--- config.mk ---
export PLATFORM = sky130hd
export DESIGN_NAME = energy_detect_sequencer
export DESIGN_NICKNAME = d
export VERILOG_FILES = /design/src/rtl/energy_detect_sequencer.sv
export SDC_FILE = /design/constraint.sdc
export NUM_CORES = 1
export LEC_CHECK = 0
export BUFFER_PORTS_ARGS = -buffer_cell sky130_fd_sc_hd__buf_2
export CORE_ASPECT_RATIO = 0.75
export CORE_MARGIN = 2
export CORE_UTILIZATION = 53
export DETAILED_ROUTE_END_ITERATION = 10
export PLACE_DENSITY_LB_ADDON = 0.2
export SLEW_MARGIN = 25
export SYNTH_ARGS = -nofsm -noshare
export SYNTH_HDL_FRONTEND = slang
export SYNTH_SLANG_ARGS = --single-unit
--- constraint.sdc ---
create_clock -name clk -period 5.7 [get_ports clk]
set_input_delay 0.57 -clock clk [delete_from_list [all_inputs] [get_ports clk]]
set_output_delay 0.57 -clock clk [all_outputs]
set_load 0.01 [all_outputs]
--- src/rtl/energy_detect_sequencer.sv ---
// Sequencer for the energy-detection datapath: feeds paired samples into the
// signal/noise square adders, closes the window, runs the comparator, reports.
module energy_detect_sequencer #(
  parameter int DATA_W    = 8,
  parameter int THRES_W   = 12,
  parameter int N_SAMPLES = 16,
  parameter int TIMEOUT   = 255
) (
  input  logic               clk,
  input  logic               rst,
  input  logic               start,
  input  logic [THRES_W-1:0] thres_in,
  input  logic [DATA_W-1:0]  sig_real,
  input  logic [DATA_W-1:0]  sig_imag,
  input  logic [DATA_W-1:0]  noise_real,
  input  logic [DATA_W-1:0]  noise_imag,
  input  logic               sample_valid,
  output logic               sample_ack,
  output logic [DATA_W-1:0]  signal_in_real,
  output logic [DATA_W-1:0]  signal_in_imag,
  output logic [DATA_W-1:0]  noise_in_real,
  output logic [DATA_W-1:0]  noise_in_imag,
  output logic               ready_signal,
  output logic               ready_noise,
  output logic               done_signal,
  output logic               done_noise,
  input  logic               standby_signal,
  input  logic               standby_noise,
  input  logic               complete_signal,
  input  logic               complete_noise,
  output logic [THRES_W-1:0] thres,
  output logic               ready_comp,
  input  logic               comp_out,
  input  logic               comp_done,
  output logic               detect,
  output logic               result_valid,
  output logic               busy,
  output logic               error
);

  localparam int CNT_W = $clog2(N_SAMPLES + 1);
  localparam int TO_W  = $clog2(TIMEOUT + 1);

  localparam logic [CNT_W-1:0] CNT_LAST = CNT_W'(N_SAMPLES - 1);
  localparam logic [TO_W-1:0]  TO_LAST  = TO_W'(TIMEOUT - 1);
  localparam logic [TO_W-1:0]  TO_MAX   = TO_W'(TIMEOUT);

  localparam logic [2:0] S_IDLE    = 3'd0;
  localparam logic [2:0] S_FEED    = 3'd1;
  localparam logic [2:0] S_STROBE  = 3'd2;
  localparam logic [2:0] S_CLOSE   = 3'd3;
  localparam logic [2:0] S_COMPARE = 3'd4;
  localparam logic [2:0] S_REPORT  = 3'd5;

  logic [2:0]       state;
  logic [2:0]       state_nxt;
  logic [CNT_W-1:0] cnt;
  logic [TO_W-1:0]  tcnt;
  logic             lat_s;
  logic             lat_n;
  logic             to_tick;
  logic             to_fire;
  logic             both_cpl;
  logic             stall;

  assign stall      = sample_valid & ~(standby_signal & standby_noise);
  assign sample_ack = (state == S_FEED) & sample_valid & standby_signal & standby_noise;
  assign both_cpl   = (lat_s | complete_signal) & (lat_n | complete_noise);

  assign busy         = (state != S_IDLE);
  assign ready_signal = (state == S_STROBE);
  assign ready_noise  = (state == S_STROBE);
  // Each done drops independently once its own completion has been latched.
  assign done_signal  = (state == S_CLOSE) & ~lat_s;
  assign done_noise   = (state == S_CLOSE) & ~lat_n;
  assign ready_comp   = (state == S_COMPARE);
  assign result_valid = (state == S_REPORT);

  always_comb begin
    state_nxt = state;
    to_tick   = 1'b0;
    unique case (state)
      S_IDLE:    if (start) state_nxt = S_FEED;
      S_FEED: begin
        if (sample_ack) state_nxt = S_STROBE;
        else if (stall) to_tick = 1'b1;
      end
      S_STROBE:  state_nxt = (cnt == CNT_LAST) ? S_CLOSE : S_FEED;
      S_CLOSE: begin
        if (both_cpl) state_nxt = S_COMPARE;
        else          to_tick   = 1'b1;
      end
      S_COMPARE: begin
        if (comp_done) state_nxt = S_REPORT;
        else           to_tick   = 1'b1;
      end
      S_REPORT:  state_nxt = S_IDLE;
      default:   state_nxt = S_IDLE;
    endcase
    to_fire = to_tick & (tcnt == TO_LAST);
    // An expired wait still goes through REPORT so the run emits one verdict.
    if (to_fire) state_nxt = S_REPORT;
  end

  always_ff @(posedge clk or posedge rst) begin
    if (rst) begin
      state          <= S_IDLE;
      cnt            <= '0;
      tcnt           <= '0;
      lat_s          <= 1'b0;
      lat_n          <= 1'b0;
      thres          <= '0;
      detect         <= 1'b0;
      error          <= 1'b0;
      signal_in_real <= '0;
      signal_in_imag <= '0;
      noise_in_real  <= '0;
      noise_in_imag  <= '0;
    end else begin
      state <= state_nxt;
      if (state_nxt != state)               tcnt <= '0;
      else if (to_tick && (tcnt != TO_MAX)) tcnt <= tcnt + 1'b1;

      unique case (state)
        S_IDLE: begin
          if (start) begin
            thres <= thres_in;
            error <= 1'b0;
            cnt   <= '0;
          end
        end
        S_FEED: begin
          if (sample_ack) begin
            signal_in_real <= sig_real;
            signal_in_imag <= sig_imag;
            noise_in_real  <= noise_real;
            noise_in_imag  <= noise_imag;
          end
        end
        S_STROBE: begin
          cnt   <= cnt + 1'b1;
          lat_s <= 1'b0;
          lat_n <= 1'b0;
        end
        S_CLOSE: begin
          if (complete_signal) lat_s <= 1'b1;
          if (complete_noise)  lat_n <= 1'b1;
        end
        S_COMPARE: if (comp_done) detect <= comp_out;
        default: ;
      endcase

      if (to_fire) begin
        error  <= 1'b1;
        detect <= 1'b0;
      end
    end
  end

endmodule

==> flow_metrics.tcl <==
set metrics [dict create \
    cts_root_buffer "clkbuf_8" \
    vias 2472 \
    crit_arrival_ns 3.07 \
    instances_no_fill 479 \
    syn-cell-area_um2 2930 \
    ys_async_sr_fraction_pct 100 \
    drt-initial-drc-count 161 \
    p_seq_share_pct 42.7 \
    die_w_um 89.8 \
    slew_viol_final 0 \
    holdPathStages 3 \
    holdCritStartpoint "noise_real[7]" \
    hold_end "noise_in_real[7]$_DFFE_PP0P_" \
    core_area_um2 5320 \
    die_area_um2 6140 \
    wl_per_cell_um 13.1 \
    synthMuxAreaShare_pct 5.65 \
    synthFlopType "dfrtp_1" \
    clk_transition_reported_paths_ns 0.07 \
    end_kind "output pin" \
    antenna_found_initial 0 \
    pin_count 108 \
    drc 0 \
    period_minus_slack_ns 3.64 \
    path_class "flop to output pin" \
    cts.repair.resized 0 \
    place.port_buffers 107 \
    num_antenna_cells 0 \
    grt_max_degree 65 \
    htree_levels 3 \
    power_frac_clock_pct 23.3 \
    clk_latency_ns 0.33 \
    fill_cells 426 \
    clock_skew_ns 0.00686 \
    power_mw 1.74 \
    p_sw_share_pct 35.0 \
    setup_violations 0 \
    setup_slack_ns 2.06 \
    dr.pass1.iters 4 \
    synth.avg_cell_area_um2 10.0 \
    status "complete, no violations" \
    start_kind "flop" \
    dp_cells 463 \
    cts_buffers 9 \
    ys_seq_area_share_pct 54.7 \
    maxCapViolations 0 \
    reg2reg_setup_slack_ns 2.27 \
    rsz0062_at_grt "false" \
    drive_gt1_share_pct 36.9 \
    slew_headroom_pct 37.3 \
    vias_per_cell 5.16 \
    grt_pass1_vias 2190 \
    antenna_left 0 \
    min_path_type "primary input to flop" \
    area_delta_synth_final_pct 27.1 \
    cts_hold_buffers 0 \
    synth_compound_area_share_pct 10.0 \
    yosys_warnings 0 \
    layout_commonest_cell "nand2_1" \
    worst_hold_slack_ns 0.429 \
    ys_seq_elements 64 \
    start_util_pct 54.9 \
    max_freq_mhz 275 \
    track_usage_pct 20.9 \
    p_per_area_nw_per_um2 467 \
    final.setup.tns_ns 0 \
    wl_um 6260 \
    synth_xor_area_share_pct 2.10 \
    worst_pin_slew_ns 0.935 \
    crit_fanout 34 \
    reg2reg_from "state[1]$_DFF_PP0_" \
    post_cts_buffers 0 \
    rows 23 \
    hold_violations 0 \
    synth_cell_types 47 \
    clk_path_buf_depth 2 \
    vdd_drop_max_mv 0.268 \
    gp_congestion 0.871 \
    dp_hpwl_um 4320 \
    power_leakage_nw 1.97 \
    layout_common_cells "nand2_1, buf_2, dfrtp_1" \
    synth_edf_count 0 \
    die_h_um 68.3 \
    p_sw_mw 0.608 \
    place_ws_ns 2.33 \
    fin_crit_sh_pct 63.9 \
    ff2ff_path_depth 5 \
    grt_pass1_wl_um 10000 \
    synth_top_family_by_area "simple AND/OR/NAND/NOR gates" \
    power.share.combinational_pct 34.0 \
    cts.sinks 64 \
    synth_cells 292 \
    internal_power_mw 1.13 \
    synthAdderAreaFrac_pct 1.71 \
    r2r_end "tcnt[1]$_DFFE_PP0P_" \
    gr-total-overflow 0 \
    synthesis.nets 350 \
    final_nets 457 \
    yosys.area_share.simple_pct 22.7 \
    tritoncts "yes" \
    critPathRequiredTime_ns 5.13 \
]
==> how the worst max path moves through the flow <==
| stage | start | endpoint | slack [ns] | cells after the start |
|---|---|---|---|---|
| 5_1_grt | state[1]$_DFF_PP0_ | sample_ack | 1.80 | 4 |
| 4_1_cts | state[1]$_DFF_PP0_ | sample_ack | 1.99 | 4 |
| 3_5_place_dp | sample_valid | sample_ack | 2.33 | 5 |
| 6_report | state[1]$_DFF_PP0_ | sample_ack | 2.06 | 4 |
| 3_3_place_gp | sample_valid | sample_ack | 2.34 | 5 |
| 2_1_floorplan | rst | cnt[0]$_DFFE_PP0P_ | 3.53 | 1 |
==> sequential cells by signal, summed over array words and instances, names as in the netlist, 3 cells and up <==
name	cells
thres	12
signal_in_real	8
tcnt	8
noise_in_real	8
noise_in_imag	8
signal_in_imag	8
state	3
cnt	5
==> layout make-up <==
type	count	area [um2]	area share [%]
sequential	64	1600	43.1
multi-input combinational	208	1230	33.2
timing repair buffer	108	543	14.6
clock buffer	12	165	4.44
tap	75	93.8	2.52
clock inverter	4	51.3	1.38
inverter	8	30.0	0.808
==> routing by layer <==
layer	vias up	global-route usage, %	share of wire, %
li1	1188	-	-
met2	101	32.0	45
met5	-	0	0
met4	0	7.31	1.1
met3	8	8.04	7.9
met1	1175	27.8	46
==> critical path, cell delays in order, from the launching register on <==
cell and delay (ns):
dfrtp_1 0.62, and4bb_1 0.32, nand3_2 0.46, clkinv_1 0.93, buf_2 0.42
==> through the flow <==
stage,instance area [um2],util [%]
finish,3720,69.8
global route,3720,69.8
CTS,3720,69.8
detailed placement,3500,65.8
global placement,3500,65.8
floorplan,2930,-
==> Yosys cell counts (2+ instances only) <==
master	number	share of area, %
nand4_1	3	0.64
buf_4	2	0.51
nand3_1	4	0.68
mux2_2	11	4.2
nor2_1	9	1.2
a211o_1	2	0.60
nand2_1	109	14
a2111oi_4	2	1.9
clkbuf_1	8	1.0
nor3_1	7	1.2
dfrtp_1	64	55
nand4b_1	2	0.60
nand2b_1	2	0.43
xnor2_1	7	2.1
and2_1	2	0.43
inv_1	8	1.0
ha_1	4	1.7
a211oi_1	2	0.51
a22o_1	3	0.90
a21oi_1	6	1.0
o21ai_0	6	1.0
mux2i_1	3	1.0
or2_2	2	0.43
==> power by group through the flow <==
stage / clock network [mW] / logic (mW) / registers [mW]
2_1_floorplan: 0 / 0.301 / 0.797
3_3_place_gp: 0 / 0.581 / 0.738
3_5_place_dp: 0 / 0.598 / 0.743
4_1_cts: 0.416 / 0.599 / 0.741
5_1_grt: 0.437 / 0.661 / 0.764
6_report: 0.405 / 0.590 / 0.742
==> cells by family after synthesis <==
group           after synthesis
fa+ha+maj                     4
buf+inv                      20
mux                          15
flops                        64
xor+xnor                      7
simple gates                150
compound gates               32
No activity file was read; power rests on OpenSTA's default activity.
